[config.mk]
export PLATFORM = sky130hd
export DESIGN_NAME = mem_stage_flat
export DESIGN_NICKNAME = d
export VERILOG_FILES = /design/src/rtl/mem_stage_if.sv /design/src/rtl/mem_stage.sv /design/src/flat_wrapper.sv
export SDC_FILE = /design/constraint.sdc
export NUM_CORES = 1
export LEC_CHECK = 0
export CAP_MARGIN = 10
export CORE_MARGIN = 2
export CORE_UTILIZATION = 30
export CTS_CLUSTER_SIZE = 30
export DETAILED_ROUTE_END_ITERATION = 16
export PLACE_DENSITY = 0.66
export SLEW_MARGIN = 25
export SYNTH_ARGS = -nofsm -noshare
export SYNTH_HDL_FRONTEND = slang
export SYNTH_SLANG_ARGS = --single-unit
[constraint.sdc]
create_clock -name clk -period 3.7 [get_ports clk]
set_clock_uncertainty 0.1 [all_clocks]
set_input_delay 0.74 -clock clk [delete_from_list [all_inputs] [get_ports clk]]
set_output_delay 0.74 -clock clk [all_outputs]
set_load 0.02 [all_outputs]
[src/rtl/mem_stage_if.sv]
// -----------------------------------------------------------------------------
// mem_stage_if
// Groups the EXE->MEM handshake, the data-SRAM response, the MEM->WB handshake
// and the ID bypass/stall signals of the MEM stage.
//   es2ms_valid/es2ms_bus/ms_allowin    : EXE -> MEM instruction handoff
//   data_sram_data_ok/data_sram_rdata   : data-SRAM response strobe and data
//   ms2ws_valid/ms2ws_bus/ws_allowin    : MEM -> WB instruction handoff
//   ms_fwd_we/ms_fwd_dest/ms_fwd_data   : bypass candidate for ID
//   ms_ld_pending                       : load still waiting for its data
// Modports: master = surrounding pipeline, slave = mem_stage.
// -----------------------------------------------------------------------------
interface mem_stage_if #(
    parameter int ES2MS_W = 75,
    parameter int MS2WS_W = 70
);
    logic               es2ms_valid;
    logic               ms_allowin;
    logic [ES2MS_W-1:0] es2ms_bus;
    logic               data_sram_data_ok;
    logic [31:0]        data_sram_rdata;
    logic               ws_allowin;
    logic               ms2ws_valid;
    logic [MS2WS_W-1:0] ms2ws_bus;
    logic               ms_fwd_we;
    logic [4:0]         ms_fwd_dest;
    logic [31:0]        ms_fwd_data;
    logic               ms_ld_pending;

    modport master (
        output es2ms_valid, es2ms_bus, data_sram_data_ok, data_sram_rdata, ws_allowin,
        input  ms_allowin, ms2ws_valid, ms2ws_bus, ms_fwd_we, ms_fwd_dest, ms_fwd_data,
               ms_ld_pending
    );

    modport slave (
        input  es2ms_valid, es2ms_bus, data_sram_data_ok, data_sram_rdata, ws_allowin,
        output ms_allowin, ms2ws_valid, ms2ws_bus, ms_fwd_we, ms_fwd_dest, ms_fwd_data,
               ms_ld_pending
    );
endinterface

[src/rtl/mem_stage.sv]
// -----------------------------------------------------------------------------
// mem_stage
// Memory-access stage of the 5-stage LoongArch pipeline (between EXE and WB).
// Holds one instruction; if EXE issued a data-SRAM request it waits for the
// data_ok strobe, then aligns and extends load data (ld.b/bu/h/hu/w) and
// offers the final result to WB. Also drives bypass/stall info for ID.
// Ports:
//   clk     : clock, all state on the rising edge
//   resetn  : asynchronous active-low reset
//   bus     : mem_stage_if.slave (EXE handoff, SRAM response, WB handoff,
//             bypass outputs)
// es2ms_bus = {pc[31:0], result[31:0], mem_req, res_from_mem, ld_op[2:0],
//              dest[4:0], gr_we}
// ms2ws_bus = {pc[31:0], final_result[31:0], dest[4:0], gr_we}
// -----------------------------------------------------------------------------
module mem_stage #(
    parameter int ES2MS_W = 75,
    parameter int MS2WS_W = 70
) (
    input  logic       clk,
    input  logic       resetn,
    mem_stage_if.slave bus
);

    logic               ms_valid_q,  ms_valid_d;
    logic               data_ok_q,   data_ok_d;
    logic [31:0]        rdata_buf_q, rdata_buf_d;
    logic [ES2MS_W-1:0] es_bus_q,    es_bus_d;

    logic [31:0] pc;
    logic [31:0] result;
    logic        mem_req;
    logic        res_from_mem;
    logic [2:0]  ld_op;
    logic [4:0]  dest;
    logic        gr_we;

    logic               ms_ready_go;
    logic               ms_allowin;
    logic               capture;
    logic [31:0]        rd;
    logic [31:0]        final_result;
    logic [MS2WS_W-1:0] ms2ws_bus_w;

    assign {pc, result, mem_req, res_from_mem, ld_op, dest, gr_we} = es_bus_q;

    // Align and extend load data; ld_op 101-111 fall back to a word load.
    function automatic logic [31:0] load_extract(input logic [2:0]  op,
                                                 input logic [1:0]  a,
                                                 input logic [31:0] data);
        logic signed [7:0]  byte_s;
        logic signed [15:0] half_s;
        logic signed [31:0] ext;
        case (a)
            2'd0:    byte_s = data[7:0];
            2'd1:    byte_s = data[15:8];
            2'd2:    byte_s = data[23:16];
            default: byte_s = data[31:24];
        endcase
        half_s = a[1] ? data[31:16] : data[15:0];
        case (op)
            3'b001:  ext = byte_s;                 // signed widening sign-extends
            3'b010:  ext = {24'd0, byte_s};        // concatenation zero-extends
            3'b011:  ext = half_s;
            3'b100:  ext = {16'd0, half_s};
            default: ext = data;
        endcase
        return ext;
    endfunction

    // A live data_ok is usable combinationally so a load can retire the
    // same cycle its response arrives.
    assign ms_ready_go = ~mem_req | data_ok_q | bus.data_sram_data_ok;
    assign ms_allowin  = ~ms_valid_q | (ms_ready_go & bus.ws_allowin);

    // Only buffer the response when WB stalls us; otherwise it is consumed
    // on the way out and nothing needs to be remembered.
    assign capture = bus.data_sram_data_ok & ms_valid_q & mem_req & ~data_ok_q
                   & ~bus.ws_allowin;

    assign rd           = data_ok_q ? rdata_buf_q : bus.data_sram_rdata;
    assign final_result = res_from_mem ? load_extract(ld_op, result[1:0], rd) : result;
    assign ms2ws_bus_w  = {pc, final_result, dest, gr_we};

    always_comb begin
        ms_valid_d  = ms_valid_q;
        data_ok_d   = data_ok_q;
        rdata_buf_d = rdata_buf_q;
        es_bus_d    = es_bus_q;
        if (capture) begin
            data_ok_d   = 1'b1;
            rdata_buf_d = bus.data_sram_rdata;
        end
        if (ms_allowin) begin
            ms_valid_d = bus.es2ms_valid;
            // The held response belongs to the departing instruction.
            data_ok_d  = 1'b0;
            if (bus.es2ms_valid) begin
                es_bus_d = bus.es2ms_bus;
            end
        end
    end

    always_ff @(posedge clk or negedge resetn) begin
        if (!resetn) begin
            ms_valid_q  <= 1'b0;
            data_ok_q   <= 1'b0;
            rdata_buf_q <= '0;
            es_bus_q    <= '0;
        end else begin
            ms_valid_q  <= ms_valid_d;
            data_ok_q   <= data_ok_d;
            rdata_buf_q <= rdata_buf_d;
            es_bus_q    <= es_bus_d;
        end
    end

    assign bus.ms_allowin    = ms_allowin;
    assign bus.ms2ws_valid   = ms_valid_q & ms_ready_go;
    assign bus.ms2ws_bus     = ms2ws_bus_w;
    assign bus.ms_fwd_we     = ms_valid_q & gr_we;
    assign bus.ms_fwd_dest   = dest;
    assign bus.ms_fwd_data   = final_result;
    assign bus.ms_ld_pending = ms_valid_q & res_from_mem & ~ms_ready_go;

endmodule

[src/flat_wrapper.sv]
// flat-port wrapper written by rule: the top's interface ports become plain ports
module mem_stage_flat 
#(
    parameter int ES2MS_W = 75,
    parameter int MS2WS_W = 70
)
  (clk, resetn, bus_es2ms_valid, bus_es2ms_bus, bus_data_sram_data_ok, bus_data_sram_rdata, bus_ws_allowin, bus_ms_allowin, bus_ms2ws_valid, bus_ms2ws_bus, bus_ms_fwd_we, bus_ms_fwd_dest, bus_ms_fwd_data, bus_ms_ld_pending);
  mem_stage_if #(.ES2MS_W(ES2MS_W), .MS2WS_W(MS2WS_W)) bus_i ();
  input  logic clk;
  input  logic resetn;
  input wire logic [$bits(bus_i.es2ms_valid)-1:0] bus_es2ms_valid;
  input wire logic [$bits(bus_i.es2ms_bus)-1:0] bus_es2ms_bus;
  input wire logic [$bits(bus_i.data_sram_data_ok)-1:0] bus_data_sram_data_ok;
  input wire logic [$bits(bus_i.data_sram_rdata)-1:0] bus_data_sram_rdata;
  input wire logic [$bits(bus_i.ws_allowin)-1:0] bus_ws_allowin;
  output wire logic [$bits(bus_i.ms_allowin)-1:0] bus_ms_allowin;
  output wire logic [$bits(bus_i.ms2ws_valid)-1:0] bus_ms2ws_valid;
  output wire logic [$bits(bus_i.ms2ws_bus)-1:0] bus_ms2ws_bus;
  output wire logic [$bits(bus_i.ms_fwd_we)-1:0] bus_ms_fwd_we;
  output wire logic [$bits(bus_i.ms_fwd_dest)-1:0] bus_ms_fwd_dest;
  output wire logic [$bits(bus_i.ms_fwd_data)-1:0] bus_ms_fwd_data;
  output wire logic [$bits(bus_i.ms_ld_pending)-1:0] bus_ms_ld_pending;
  assign bus_i.es2ms_valid = bus_es2ms_valid;
  assign bus_i.es2ms_bus = bus_es2ms_bus;
  assign bus_i.data_sram_data_ok = bus_data_sram_data_ok;
  assign bus_i.data_sram_rdata = bus_data_sram_rdata;
  assign bus_i.ws_allowin = bus_ws_allowin;
  assign bus_ms_allowin = bus_i.ms_allowin;
  assign bus_ms2ws_valid = bus_i.ms2ws_valid;
  assign bus_ms2ws_bus = bus_i.ms2ws_bus;
  assign bus_ms_fwd_we = bus_i.ms_fwd_we;
  assign bus_ms_fwd_dest = bus_i.ms_fwd_dest;
  assign bus_ms_fwd_data = bus_i.ms_fwd_data;
  assign bus_ms_ld_pending = bus_i.ms_ld_pending;
  mem_stage #(.ES2MS_W(ES2MS_W), .MS2WS_W(MS2WS_W)) u_core (.clk(clk), .resetn(resetn), .bus(bus_i));
endmodule
Word level (Yosys, flattened, before mapping)
Index checks and enable logic that the tools add are counted.

word-level totals
  bits in registers = 109
  bits of input ports = 112
  output and inout port bits = 111
  logic and storage cells = 37

cells by class
  equality and inequality tests = 6
  mux-type cells = 7
  bitwise logic cells = 17
  reduce and logical (&&, ||, !) cells = 3

operator list
  operator            number
  $pmux 32 s4         1
  $mux 32             2
  $pmux 8 s3          1
  $mux 16             1
  $and 1x1->1         9
  $eq 3x2->1 const B  2
  $not 1->1           5
  $eq 3x1->1 const B  1
  $eq 3x3->1 const B  1
  $or 1x1->1          3
  $eq 2x1->1 const B  1
  $eq 2x2->1 const B  1
  $logic_not 2->1     1
  $mux 1              2
  $reduce_and 2->1    1
  $reduce_bool 2->1   1

Longest topological paths before layout
  depth after elaboration = 6
  gate-level depth with buffers = 7
  mapped depth without buffers = 4

Worst setup path after synthesis
Ideal clock, no wire load.

  path kind = input -> output
  from = input bus_data_sram_rdata[31]
  to = output bus_ms_fwd_data[20]
  arrival = 2.327 ns
  required time = 2.860 ns
  setup slack = 0.533 ns
  cell stages on the path = 6
  buffers on the path = 2
  path through = mux4_1 mux2_2 a21oi_4 buf_6 a31oi_1 buf_4

on the way
  longest elaborated chain between the ends = 4
  elaborated cells on any way between the ends = 5
  classes of those cells = mux: 5

ends and longest elaborated chain
  what                                   line                              source
  from (decl)                            flat_wrapper.sv:14                input wire logic [$bits(bus_i.data_sram_rdata)-1:0] bus_data_sram_rdata;
  $mux 32 (*)                            mem_stage.sv:81                   assign rd = data_ok_q ? rdata_buf_q : bus.data_sram_rdata;
  $pmux 8 s3 or $mux 16 (tied branches)  mem_stage.sv:54, mem_stage.sv:60
  $pmux 32 s4 (*)                        mem_stage.sv:61                   case (op)
  $mux 32 (*)                            mem_stage.sv:82                   assign final_result = res_from_mem ? load_extract(ld_op, result[1:0], rd) : result;
  to (decl)                              flat_wrapper.sv:21                output wire logic [$bits(bus_i.ms_fwd_data)-1:0] bus_ms_fwd_data;

Mark *: on every way between the ends. The rest lies on a longest branch, timed or not.

Worst setup path after layout
  from = input bus_data_sram_rdata[7]
  to = output bus_ms_fwd_data[14]

on the way
  longest elaborated chain between the ends = 4

ends and longest elaborated chain
  what         line             source
  $mux 32      mem_stage.sv:81
  $pmux 8 s3   mem_stage.sv:54  case (a)
  $pmux 32 s4  mem_stage.sv:61
  $mux 32      mem_stage.sv:82

Every way passes these cells.

==> flow_metrics.py <==
metrics = {
    "place": {
        "postPlaceCellArea_um2": 8150,
        "hpwl_um": 12800,
        "place_congestion": 0.7885,
        "port_buffers": 222,
        "post-place-cells": 932,
        "pre_cts_slack_ns": -0.2968,
    },
    "global_routing": {
        "grt_pass1_wl_um": 26650,
        "grt.met3_usage": 0.03594,
        "grt_use_total": 0.1600,
        "first_global_vias": 4674,
        "grtUsageMet2": 0.2599,
        "use_met1": 0.2101,
        "gr-total-overflow": 0,
        "grt_max_degree": 61,
        "grt_antenna_before_repair": 0,
        "busiest_layer": "met2",
    },
    "route": {
        "vias": 4451,
        "wl_per_cell_um": 18.03,
        "drt-initial-drc-count": 208,
        "drc": 0,
        "vias_per_cell": 4.690,
        "wirelength_um": 17110,
        "drt_first_pass_iters": 4,
        "ant_nets": 0,
    },
    "timing": {
        "rsz0062_at_grt": "false",
        "hold_viol_final": 0,
        "slew_headroom": 0.5319,
        "finalCritPeriodShare": 0.9853,
        "worst_pin_slew_ns": 0.7022,
        "timing.fmax_mhz": 274.3,
        "setup_viol": 0,
        "min_period_ns": 3.646,
        "maxSlewViolCount": 0,
        "setup_slack_ns": 0.05433,
        "timing.setup.tns_ns": 0,
    },
    "floorplanning": {
        "core_um2": 20100,
        "pin_count": 223,
        "die_area_um2": 21510,
        "start_util": 0.3036,
        "die_h_um": 146.7,
        "num_rows": 52,
        "die_w_um": 146.7,
    },
    "logic_synthesis": {
        "ys_seq_area_frac": 0.4468,
        "avgSynthCellArea_um2": 11.74,
        "async_flop_share": 1.000,
        "synth_area_um2": 6105,
        "synth_top_family_by_area": "multiplexers",
        "post_synth_most_frequent_cells": "mux2_2 (126), dfrtp_1 (109), buf_4 (83), nor2_1 (35), nand2_1 (22)",
        "synth_flop_cell": "dfrtp_1",
        "syn_nets": 632,
        "synth_cell_types": 46,
        "yosysTopAreaCellShare": 0.4468,
        "yosys.area.top_type": "dfrtp_1",
        "synthMuxAreaShare": 0.2730,
        "synthAdderAreaFrac": 0,
        "synthTopCellsByArea": "dfrtp_1 (45%), mux2_2 (23%), buf_4 (10%)",
        "yosysWarnings": 0,
        "synth_compound_area_frac": 0.08588,
        "synthSimpleGateAreaFrac": 0.06231,
        "synth-edff-count": 0,
        "synth_xor_area_frac": 0.002869,
        "yosysMostFrequentCell": "mux2_2",
        "netlist_instances": 520,
        "ys_ff_latch": 109,
    },
    "clock_network": {
        "cts_tree": "done",
        "cts_max_path_buffers": 2,
        "clockRootBuffer": "clkbuf_16",
        "hold_buffers": 0,
        "clkSlewWorstSetupHoldPaths_ns": 0.07,
        "clk_latency_ns": 0.35,
        "numCtsBuffers": 9,
        "cts.sinks": 109,
        "cts_htree_levels": 3,
    },
    "worst_setup_path": {
        "crit_path_end_kind": "output pin",
        "rr_worst_depth": 5,
        "cp_max_fo": 6,
        "worstSetupPathType": "in -> out",
        "cp.required_ns": 2.86,
        "start_kind": "input port",
        "critPathArrivalTime_ns": 2.81,
    },
    "outcome": {
        "status": "finished clean",
    },
    "power_and_ir_drop": {
        "leakagePower_uw": 0.003476,
        "cellPowerDensity_nw_per_um2": 623.8,
        "total_power_uw": 5205,
        "irDropWorstVdd_v": 0.0002775,
    },
    "layout": {
        "drive_gt1_frac": 0.3196,
        "final_cells": 949,
        "seq_area_um2": 2730,
        "antenna_cells": 0,
        "num-nets-final": 786,
        "fin_area_um2": 8344,
        "syn_to_final_growth_pct": 36.69,
        "fillers": 1957,
        "multi_input_area_um2": 2644,
    },
    "min_path": {
        "hold_path.class": "in -> async",
    },
    "flow_run": {
        "drv_cap": 0,
    },
}
[worst max-delay path, cell delays in order]
cell and delay (ns):
clkdlybuf4s50_1 0.43, mux4_1 0.53, mux2i_2 0.26, a2111oi_4 0.05, buf_4 0.19, a211o_1 0.26, dlygate4sd2_1 0.34
[where the power goes]
| group | leakage [uW] | switching, uW | internal, uW |
|---|---|---|---|
| clock network | 0.000150 | 450 | 564 |
| logic | 0.00205 | 1320 | 1160 |
| registers | 0.00128 | 193 | 1530 |
| total | 0.00348 | 1960 | 3250 |
[cell families (layout without fill, tap and decap cells)]
logic type                after synthesis  count (layout)
and+or+nand+nor                        80              80
muxes                                 145             145
AOI/OAI and AO/OA                      72              72
xor gates and xnor gates                2               2
buffers and inverters                 112             271
DFF                                   109             109
[cells in the final DEF, fill, tap and decap left out, types with 7 or more instances in the layout]
cell | netlist | routed
mux2_2 | 126 | 126
a221oi_1 | 8 | 8
clkdlybuf4s50_1 | 0 | 170
buf_2 | 12 | 29
o22ai_1 | 7 | 7
buf_4 | 83 | 21
nand2_1 | 22 | 21
clkbuf_16 | 0 | 9
nor2b_1 | 8 | 7
mux2i_1 | 15 | 12
nor2_1 | 35 | 35
inv_1 | 8 | 8
dfrtp_1 | 109 | 107
a21oi_1 | 10 | 8
dlygate4sd2_1 | 0 | 12
a31oi_1 | 17 | 17
[area by class of cell]
type | instances | area share
clock buffer | 13 | 0.03119
multi-input combinational | 299 | 0.3168
sequential | 109 | 0.3272
clock inverter | 3 | 0.005248
timing repair buffer | 247 | 0.2755
tap | 270 | 0.04049
inverter | 8 | 0.003599
[registers in the layout (all words and copies together), names as in the netlist]
register,cells
u_core.ms_valid_q,1
u_core.es_bus_q,75
u_core.data_ok_q,1
u_core.rdata_buf_q,32
[final timing paths]
kind | slack (ns) | endpoint | from
max | 0.05 | bus_ms_fwd_data[14] | bus_data_sram_rdata[7]
min | 0.32 | u_core.rdata_buf_q[26] | resetn
max reg2reg | 1.73 | u_core.es_bus_q[2] | u_core.data_ok_q
min reg2reg | 0.40 | u_core.es_bus_q[46] | u_core.es_bus_q[46]
max in group asynchronous | 2.37 | u_core.data_ok_q | resetn
min in group clk | 0.40 | u_core.es_bus_q[46] | u_core.es_bus_q[46]
[timing repair]
item / 4_1_cts / 5_1_grt
resized for setup: 140 / 45
endpoints found under the setup margin: 58 / 47
pin swaps: 1 / 0
cloned: 0 / 0
buffers inserted: 1 / 0
[per-stage QoR]
step                  util  hold WS [ns]
floorplan                -        0.3444
global placement    0.4048        0.3827
detailed placement  0.4054        0.3887
CTS                 0.4208        0.3322
global route        0.4150        0.3707
finish              0.4150        0.3186
[layer usage]
metal,share of wire,vias to the layer above,wire [um]
met2,0.48,147,8236
met3,0.055,22,948
met4,0.020,0,342
li1,-,2085,-
met1,0.44,2197,7585
met5,0,-,0
Note: power is estimated with default switching activity, not from simulation.
